## src/rtl/regfile_write_arbiter.sv

```systemverilog
// Round-robin arbiter that shares the register file's single write port among
// NUM_REQ requesters, plus a 32-cycle clear sequence that zeroes every register.
module regfile_write_arbiter #(
    parameter int NUM_REQ  = 4,
    parameter int DATA_W   = 64,
    parameter bit ZERO_REG = 1'b1
) (
    input  logic                      clk,
    input  logic                      reset_n,
    input  logic [NUM_REQ-1:0]        req_valid,
    input  logic [NUM_REQ*5-1:0]      req_addr,
    input  logic [NUM_REQ*DATA_W-1:0] req_data,
    output logic [NUM_REQ-1:0]        req_ready,
    input  logic                      clear_start,
    output logic                      clear_busy,
    output logic                      clear_done,
    output logic [4:0]                writeRegister,
    output logic                      regWrite,
    output logic [DATA_W-1:0]         writeData,
    output logic [2:0]                grant_id
);

    typedef enum logic {IDLE, CLEAR} state_t;

    state_t              state_q, state_d;
    logic [2:0]          ptr_q, ptr_d;
    logic [4:0]          cnt_q, cnt_d;
    logic [4:0]          wreg_q, wreg_d;
    logic                wen_q, wen_d;
    logic [DATA_W-1:0]   wdata_q, wdata_d;
    logic [2:0]          gid_q, gid_d;
    logic                busy_q, busy_d;
    logic                done_q, done_d;

    logic [2*NUM_REQ-1:0] vv;
    logic                 gnt_found;
    logic [2:0]           gnt_idx;
    logic                 arb_en;
    logic [4:0]           sel_addr;
    logic [DATA_W-1:0]    sel_data;

    function automatic logic [2:0] wrap_idx(input logic [2:0] p, input int k);
        int s;
        s = int'(p) + k;
        if (s >= NUM_REQ) s = s - NUM_REQ;
        return 3'(s);
    endfunction

    // Rotating the doubled valid vector by ptr makes the first set bit the winner.
    always_comb begin
        vv        = {req_valid, req_valid} >> ptr_q;
        gnt_found = 1'b0;
        gnt_idx   = ptr_q;
        for (int k = 0; k < NUM_REQ; k++) begin
            if (!gnt_found && vv[k]) begin
                gnt_found = 1'b1;
                gnt_idx   = wrap_idx(ptr_q, k);
            end
        end
    end

    assign arb_en = (state_q == IDLE) && !clear_start;

    always_comb begin
        req_ready = '0;
        sel_addr  = '0;
        sel_data  = '0;
        for (int i = 0; i < NUM_REQ; i++) begin
            if (gnt_found && (gnt_idx == 3'(i))) begin
                req_ready[i] = arb_en;
                sel_addr     = req_addr[i*5 +: 5];
                sel_data     = req_data[i*DATA_W +: DATA_W];
            end
        end
    end

    always_comb begin
        state_d = state_q;
        ptr_d   = ptr_q;
        cnt_d   = cnt_q;
        wreg_d  = wreg_q;
        wdata_d = wdata_q;
        gid_d   = gid_q;
        wen_d   = 1'b0;
        busy_d  = busy_q;
        done_d  = 1'b0;
        case (state_q)
            IDLE: begin
                busy_d = 1'b0;
                if (clear_start) begin
                    state_d = CLEAR;
                    cnt_d   = '0;
                    busy_d  = 1'b1;
                end else if (gnt_found) begin
                    ptr_d   = wrap_idx(gnt_idx, 1);
                    wreg_d  = sel_addr;
                    wdata_d = sel_data;
                    gid_d   = gnt_idx;
                    // Register 31 is hardwired zero: accept the write but drop it.
                    wen_d   = !(ZERO_REG && (sel_addr == 5'd31));
                end
            end
            CLEAR: begin
                wen_d   = 1'b1;
                wreg_d  = cnt_q;
                wdata_d = '0;
                gid_d   = '0;
                if (cnt_q == 5'd31) begin
                    state_d = IDLE;
                    done_d  = 1'b1;
                    busy_d  = 1'b0;
                end else begin
                    cnt_d  = cnt_q + 5'd1;
                    busy_d = 1'b1;
                end
            end
            default: state_d = IDLE;
        endcase
    end

    always_ff @(posedge clk or negedge reset_n) begin
        if (!reset_n) begin
            state_q <= IDLE;
            ptr_q   <= '0;
            cnt_q   <= '0;
            wreg_q  <= '0;
            wen_q   <= 1'b0;
            wdata_q <= '0;
            gid_q   <= '0;
            busy_q  <= 1'b0;
            done_q  <= 1'b0;
        end else begin
            state_q <= state_d;
            ptr_q   <= ptr_d;
            cnt_q   <= cnt_d;
            wreg_q  <= wreg_d;
            wen_q   <= wen_d;
            wdata_q <= wdata_d;
            gid_q   <= gid_d;
            busy_q  <= busy_d;
            done_q  <= done_d;
        end
    end

    assign writeRegister = wreg_q;
    assign regWrite      = wen_q;
    assign writeData     = wdata_q;
    assign grant_id      = gid_q;
    assign clear_busy    = busy_q;
    assign clear_done    = done_q;

endmodule

```

## config.mk

```make
export PLATFORM = sky130hd
export DESIGN_NAME = regfile_write_arbiter
export DESIGN_NICKNAME = d
export VERILOG_FILES = /design/src/rtl/regfile_write_arbiter.sv
export SDC_FILE = /design/constraint.sdc
export NUM_CORES = 1
export LEC_CHECK = 0
export CORE_AREA = 2 2 141 143
export CTS_CLUSTER_SIZE = 40
export DETAILED_ROUTE_END_ITERATION = 7
export DIE_AREA = 0 0 143 145
export PLACE_DENSITY_LB_ADDON = 0.05
export SYNTH_ARGS = -nofsm -noshare
export SYNTH_HDL_FRONTEND = slang
export SYNTH_SLANG_ARGS = --single-unit
export TNS_END_PERCENT = 30
```

## constraint.sdc

```tcl
create_clock -name clk -period 4.48 [get_ports clk]
set_input_delay 0.672 -clock clk [delete_from_list [all_inputs] [get_ports clk]]
set_output_delay 0.672 -clock clk [all_outputs]
set_load 0.01 [all_outputs]
```

# Word-level counts from Yosys, hierarchy flattened
# Cells that the tools add are included.
# word_totals
wordCells	97
mem_bits_ro	0
n_memories	0
ram_bits	0
out_inout_bits	79
latchBits	0
regBits	83
# classes
reduce_logical	17
div	0
muxes	45
n_lt_le_gt_ge	5
add_sub_neg	10
eq_ne	9
n_shift	1
multipliers	0
bitwise_logic	2
# ops
cell	n
64-bit 2-to-1 mux	6
64-bit one-hot mux with 2 select lines	1
5-bit 2-to-1 mux	8
3-bit 2-to-1 mux	11
5-bit one-hot mux with 2 select lines	2
4-bit by 3-bit greater-or-equal comparator with 1-bit output, second input constant	4
3-bit subtractor, second input constant	5
1-bit 2-to-1 mux	14
5-bit equality test, second input constant	2
3-bit by 1-bit adder with 4-bit output, second input constant	2
3-bit by 2-bit adder with 4-bit output, second input constant	2
1-bit logical AND	8
2-bit != test, second input constant	4
8-bit by 3-bit >> shifter with 4-bit output	1
3-bit by 2-bit equality test with 1-bit output, second input constant	2
3-bit one-hot mux with 2 select lines	1
5-bit by 1-bit adder with 5-bit output, second input constant	1
1-bit zero test	5
1-bit one-hot mux with 2 select lines	2
2-bit AND reduction	2
3-bit by 1-bit equality test with 1-bit output, second input constant	1
3-bit greater-or-equal comparator, second input constant	1
3-bit zero test	1
3-bit AND reduction	1
1-bit NOT	2

# Logic depth before layout (Yosys ltp)
# Gate-level depths: netlist of run 1.
# logic_depth
ltp_word	22
depth_mapped	16

# Worst setup path before layout of run 1
# OpenSTA, ideal clock, no wires.
# synth_timing
path_kind	input to output
startpoint	input req_valid[3]
endpoint	output req_ready[1]
arrival_ns	3.137
t_required_ns	3.808
slack_ns	0.671
n_path_buf	4
path_stages	11
path_cell_list	clkbuf_1 > inv_1 > or3_1 > a311oi_2 > mux2i_1 > nor2_1 > ha_1 > clkbuf_1 > clkbuf_1 > clkbuf_1 > and2_1
# synth_via
elab_chain_len	14
elab_cells_between_ends	18
# synth_rtl
item	line	source
from (decl)	10	input logic [NUM_REQ-1:0] req_valid,
8-bit by 3-bit >> shifter with 4-bit output (*)	51	vv = {req_valid, req_valid} >> ptr_q;
1-bit 2-to-1 mux	55	if (!gnt_found && vv[k]) begin
1-bit zero test	55	
1-bit logical AND	55	
1-bit 2-to-1 mux	55	
1-bit zero test	55	
1-bit logical AND	55	
1-bit 2-to-1 mux	55	
1-bit zero test	55	
1-bit logical AND	55	
3-bit 2-to-1 mux	55	
3-bit by 1-bit equality test with 1-bit output	69	if (gnt_found && (gnt_idx == 3'(i))) begin
1-bit logical AND (*)	69	
1-bit 2-to-1 mux (*)	69	
to (decl)	13	output logic [NUM_REQ-1:0] req_ready,
# Every way passes the cells marked *; elsewhere a longest branch is shown, timed or not.

# Final worst setup path of run 1
# layout_timing
startpoint	register ptr_q[0]
endpoint	output req_ready[3]
# layout_via
elab_chain_len	14
elab_cells_between_ends	33
# layout_rtl
item	line	source
from (decl)	26	logic [2:0] ptr_q, ptr_d;
from (signal assigned)	134	ptr_q <= ptr_d;
parallel branches: the longest is 12 deep, another holds 3-bit by 1-bit adder with 4-bit output	--	
1-bit logical AND (*)	69	
1-bit 2-to-1 mux (*)	69	
# Mark *: on every way between the ends.

==> flow_summary_export.csv, run 1 <==
group,metric,value,unit
clock_network,post_cts_resize_count,0,
floorplanning,rows,51,
critical_path,setup.worst_path.end_class,"output port",
route,wl_per_cell,18.55,µm
sta,finalCritPeriodShare,94.32,%
cells_and_area,fin_nets,1229,
clock_network,clockBufferDepth,2,
sta,slew_headroom,27.53,%
synthesis,yosysTopAreaCellShare,37.68,%
sta,final.min_clock_period,4226,ps
global_routing,track_usage,20.83,%
sta,tns,0,ps
pwr,p_leak,3.841,nW
placement,routabilityCongestion,0.8319,
synthesis,synth_fa_ha_area_share,1.816,%
clock_network,clk_pin_slew,60,ps
pwr,switching_share,43.48,%
pwr,p_switching,1.879,mW
route,detail_route.vias_per_cell,5.046,
pwr,combPwrFrac,61.4,%
synthesis,ys_types,55,
cells_and_area,syn_to_final_growth,74.60,%
sta,hold_violations,0,
sta,slew_violations,0,
route,vias,6096,
synthesis,syn_nets,899,
critical_path,crit_fanout,15,
synthesis,yosysMostFrequentCell,"dfrtp_1",
pwr,clock_power_share,17.4,%
floorplanning,initial_core_util,28.70,%
cells_and_area,fillers,1770,
synthesis,synth_top_family_by_area,"compound AO/OA/AOI/OAI gates",
clock_network,post_cts_buffers,0,
synthesis,synth-edff-count,0,
pwr,p_int,2.442,mW
critical_path,path_class,"flop to output port",
global_routing,grt_pass1_wl,33.83,mm
clock_network,clkSinkCount,83,
global_routing,grt_overflow,0,
floorplanning,io_pins,362,
floorplanning,die_area,20740,µm²
synthesis,async_flop_share,100.0,%
pwr,p_total,4.321,mW
pwr,peakVddDrop,399.6,µV
global_routing,antenna_found_initial,0,
sta,skew,5.700,ps
synthesis,synth_area,5513,µm²
route,drt-initial-drc-count,275,
cells_and_area,design_area,9625,µm²
sta,hold_slack,494.4,ps
clock_network,ctsRootBufferMaster,"clkbuf_16",
synthesis,yosys-top-cells-count,"83 x dfrtp_1, 81 x nand2_1, 69 x o21ai_0",
global_routing,grt_max_degree,84,
critical_path,required,3810,ps
placement,port_buffers,361,
critical_path,cp.arrival,3550,ps
sta,grt_setup_unrepaired,"no",
synthesis,synth_top_cells_by_area,"dfrtp_1 38%, a221o_1 12%, a22oi_1 9.0%",
placement,place_area,9329,µm²
route,drtAntennaViolNets,0,
clock_network,htree_num_levels,3,
pwr,p_per_area,448.9,nW/µm²
floorplanning,dieHeight,145,µm
outcome,status,"completed",
clock_network,cts_hold_buf,0,
synthesis,ys_warn_count,0,
route,drtPass1Iterations,4,
synthesis,muxShareOfSynthArea,1.316,%
clock_network,clk_latency,340,ps
sta,tightest_slew,1087,ps
placement,dp_hpwl,17.26,mm
flow_run,cap_viol_max_count,0,
pwr,power_frac_seq,21.2,%
synthesis,synthCells,608,
clock_network,cts_tree,"yes",
floorplanning,core_region_area,19210,µm²
synthesis,synthFlopType,"dfrtp_1",
floorplanning,dieWidth,143,µm
synthesis,synth_xor_area_share,0.3177,%
synthesis,synth_compound_area_share,34.02,%
synthesis,synth_area_per_cell,9.067,µm²
route,routed_wl,22.41,mm
global_routing,grt_pass1_vias,6155,
sta,setup_violations,0,
critical_path,crit_path_start_kind,"flop",
synthesis,seq_area_frac_synth,37.68,%
clock_network,cts_buffers,9,
synthesis,yosys.area.top_type,"dfrtp_1",
synthesis,synth.ff_latch_count,83,
synthesis,synthSimpleGateAreaFrac,18.11,%
route,route.detailed.drc,0,
cells_and_area,num_antenna_cells,0,
sta,fmax,236.6,MHz
min_path,hold_class,"flop to flop",
cells_and_area,drive_gt1_share,5.302,%
## placed cells by master (no fill, tap or decap), types with 8 or more instances in the layout
cell | synthesis | final
o21ai_0 | 69 | 69
nor2_1 | 8 | 8
clkdlybuf4s50_1 | 0 | 360
dfrtp_1 | 83 | 83
buf_4 | 1 | 16
a221o_1 | 67 | 67
clkbuf_16 | 0 | 9
inv_1 | 11 | 11
and2_1 | 68 | 68
a22oi_1 | 66 | 66
a21oi_1 | 12 | 12
nand2_1 | 81 | 81
## critical path, cell delays in order (launching register included)
cell,delay [ps]
dfrtp_1,650
inv_2,190
ha_1,430
nand2b_1,80
a221oi_1,270
o41ai_1,130
a211oi_1,290
inv_1,140
ha_1,210
ha_1,190
and2_4,140
clkdlybuf4s50_1,500
## power groups by stage
stage               Sequential, mW  Clock, mW  Combinational [mW]
finish                       0.917      0.752                2.65
floorplan                    0.924          0                1.68
detailed placement           0.927          0                2.69
CTS                          0.917      0.771                2.70
global route                 0.929      0.802                2.99
global placement             0.927          0                2.66
## cell families after synthesis
| family | Yosys count |
|---|---|
| mux | 7 |
| fa+ha+maj | 8 |
| simple gates | 191 |
| compound gates | 245 |
| xor+xnor | 2 |
| flops | 83 |
| buf+inv | 72 |
## flip-flops by register name, indices dropped and copies added, names as in the netlist
name / cells
clear_done: 1
ptr_q: 3
writeData: 64
writeRegister: 5
cnt_q: 5
grant_id: 3
clear_busy: 1
regWrite: 1
## per-stage QoR
step	worst slack, ps	std cells	utilization (%)
detailed placement	383.8	1192	48.57
floorplan	671.2	608	-
finish	254.3	1208	50.11
global route	15.33	1208	50.11
CTS	232.5	1208	50.11
global placement	440.8	1192	48.57
## cell type report
type | count | area, µm² | area share [%]
sequential | 83 | 2077 | 21.58
tap | 265 | 331.6 | 3.445
inverter | 12 | 45.04 | 0.4680
clock inverter | 4 | 50.05 | 0.5200
clock buffer | 12 | 246.5 | 2.561
multi-input combinational | 453 | 3092 | 32.12
timing repair buffer | 379 | 3784 | 39.31
## routing by layer
layer,up-vias,routed length (µm),track usage (%)
met5,-,0,0
met4,0,342,5.743
met3,21,1920,5.149
met2,271,11350,37.82
met1,2864,8794,24.00
li1,2940,-,-
## path summary, 6_finish.rpt
kind                                   from             to  slack, ps  depth (start not counted)
worst max register to register     ptr_q[0]       regWrite        710                         14
worst max-delay path               ptr_q[0]   req_ready[3]        250                         11
max in group asynchronous           reset_n  writeData[13]       3250                          1
min in group asynchronous           reset_n     clear_done        500                          1
worst min-delay path            grant_id[2]    grant_id[2]        490                          1
worst min register to register  grant_id[2]    grant_id[2]        490                          1
(Power assumes the default switching activity.)
==> inputs of run 2 (changes only) <==
--- a/config.mk
+++ b/config.mk
@@ -5,10 +5,12 @@
 export SDC_FILE = /design/constraint.sdc
 export NUM_CORES = 1
 export LEC_CHECK = 0
-export CORE_AREA = 2 2 141 143
+export CAP_MARGIN = 20
+export CORE_AREA = 2 2 142 144
 export CTS_CLUSTER_SIZE = 40
 export DETAILED_ROUTE_END_ITERATION = 7
-export DIE_AREA = 0 0 143 145
+export DIE_AREA = 0 0 144 146
+export DONT_BUFFER_PORTS = 1
 export PLACE_DENSITY_LB_ADDON = 0.05
 export SYNTH_ARGS = -nofsm -noshare
 export SYNTH_HDL_FRONTEND = slang
==> run 2 against run 1 <==
Effect of this change:
- global-route usage down 2.8 points
- clock-buffer cell count down 3
- fmax up 3.8%
- sequential power up 2%
- hold slack worse by 470 ps
- die area up 1.4%
- combinational power down 16%
- highest routed layer unchanged
==> flow_summary_export.csv, run 2 (synthesized netlist as in run 1, its figures left out) <==
group,metric,value,unit
outcome,status,"completed",
sta,setup_violations,0,
cells_and_area,largest_register_ffs,64,
route,route.detailed.drc,0,
cells_and_area,syn_to_final_growth,8.738,%
floorplanning,rows,51,
sta,hold_slack,22.95,ps
critical_path,r2r-start,"ptr_q[1]",
sta,slew_headroom,47.11,%
sta,slew_violations,0,
route,drt-initial-drc-count,306,
critical_path,cp.arrival,3400,ps
route,drtPass1Iterations,5,
clock_network,htree_num_levels,3,
critical_path,required,3810,ps
global_routing,grt_pass1_wl,28.52,mm
cells_and_area,drive_gt1_share,7.666,%
floorplanning,initial_core_util,28.51,%
route,detail_route.vias_per_cell,5.709,
clock_network,clk_pin_slew,60,ps
pwr,p_per_area,669.4,nW/µm²
pwr,p_total,4.013,mW
floorplanning,dieHeight,146,µm
critical_path,crit_end,"req_ready[3]",
floorplanning,die_area,21020,µm²
sta,tns,0,ps
clock_network,clk_latency,350,ps
critical_path,r2r_setup_slack,750,ps
route,vias,4790,
route,drtAntennaViolNets,0,
min_path,hold_class,"primary input to asynchronous set/reset pin",
placement,place_area,5660,µm²
sta,fmax,245.7,MHz
floorplanning,io_pins,362,
route,wl_per_cell,23.79,µm
pwr,peakVddDrop,559.8,µV
cells_and_area,num_antenna_cells,0,
placement,dp_hpwl,14.92,mm
critical_path,crit_start,"ptr_q[1]",
sta,finalCritPeriodShare,90.83,%
critical_path,crit_path_start_kind,"flop",
clock_network,cts_tree,"yes",
cells_and_area,design_area,5995,µm²
floorplanning,dieWidth,144,µm
sta,final.min_clock_period,4069,ps
route,routed_wl,19.96,mm
critical_path,crit_fanout,28,
cells_and_area,final_common_cell,"dfrtp_1",
placement,port_buffers,0,
global_routing,track_usage,18.04,%
cells_and_area,instances_no_fill,839,
critical_path,setup.worst_path.end_class,"output port",
pwr,p_leak,2.454,nW
sta,grt_setup_unrepaired,"no",
placement,routabilityCongestion,0.7959,
clock_network,clkSinkCount,83,
global_routing,grt_pass1_vias,4638,
global_routing,grt_max_degree,85,
cells_and_area,fin_nets,862,
sta,hold_violations,0,
sta,tightest_slew,793.4,ps
floorplanning,core_region_area,19330,µm²
placement,dp_cells,825,
global_routing,grt_overflow,0,
clock_network,ctsRootBufferMaster,"clkbuf_16",
sta,skew,13.18,ps
critical_path,worstReg2RegEnd,"writeData[18]",
flow_run,cap_viol_max_count,0,
global_routing,antenna_found_initial,0,
critical_path,r2r_cells,13,
critical_path,path_class,"flop to output port",
clock_network,clockBufferDepth,2,
cells_and_area,final_cell_mix,"83 x dfrtp_1, 81 x nand2_1, 69 x o21ai_0",
clock_network,cts_buffers,9,
-- run 2: how the worst min path moves through the flow --
stage	to	start
3_3_place_gp	writeData[20]	reset_n
6_report	writeData[20]	reset_n
3_5_place_dp	writeData[20]	reset_n
4_1_cts	writeData[20]	reset_n
2_1_floorplan	clear_busy	reset_n
5_1_grt	writeData[20]	reset_n
-- run 2: critical path, cell delays in order, from the launching register on --
cell	delay, ps
dfrtp_1	450
inv_1	120
ha_1	370
nor4_1	300
o22ai_1	150
a21oi_1	210
a211oi_2	90
inv_1	160
ha_1	170
ha_1	490
and2_4	540
-- run 2: layer usage --
metal / vias to the layer above / track usage (%) / share of wire, %
met5: - / 0 / 0
met4: 0 / 5.588 / 1.6
met3: 18 / 4.705 / 9.4
met2: 281 / 32.81 / 51
met1: 2288 / 20.38 / 37
li1: 2203 / - / -
-- run 2: layout make-up --
class	count	area, µm²
multi-input combinational	453	3097
sequential	83	2077
fill	2056	13340
tap	265	331.6
inverter	12	45.04
clock buffer	9	225.2
timing repair buffer	12	115.1
clock inverter	5	103.9
-- run 2: report_power, final --
| part | total (mW) | internal [mW] | switching [mW] |
|---|---|---|---|
| registers | 0.935 | 0.832 | 0.103 |
| clock network | 0.848 | 0.539 | 0.309 |
| logic | 2.23 | 0.827 | 1.40 |
| total | 4.01 | 2.20 | 1.82 |
-- run 2: per-stage QoR --
step	util, %	worst slack, ps
2_1_floorplan	-	671.2
3_3_place_gp	29.28	751.8
3_5_place_dp	29.28	538.9
4_1_cts	30.98	244.1
5_1_grt	31.00	194.2
6_report	31.00	410.8
-- run 2: repair_timing --
action / CTS / global route
endpoints found under the hold margin: 0 / 0
gates resized for setup: 0 / 1
setup buffers: 0 / 0
hold buffers: 0 / 0
endpoints found under the setup margin: 0 / 1
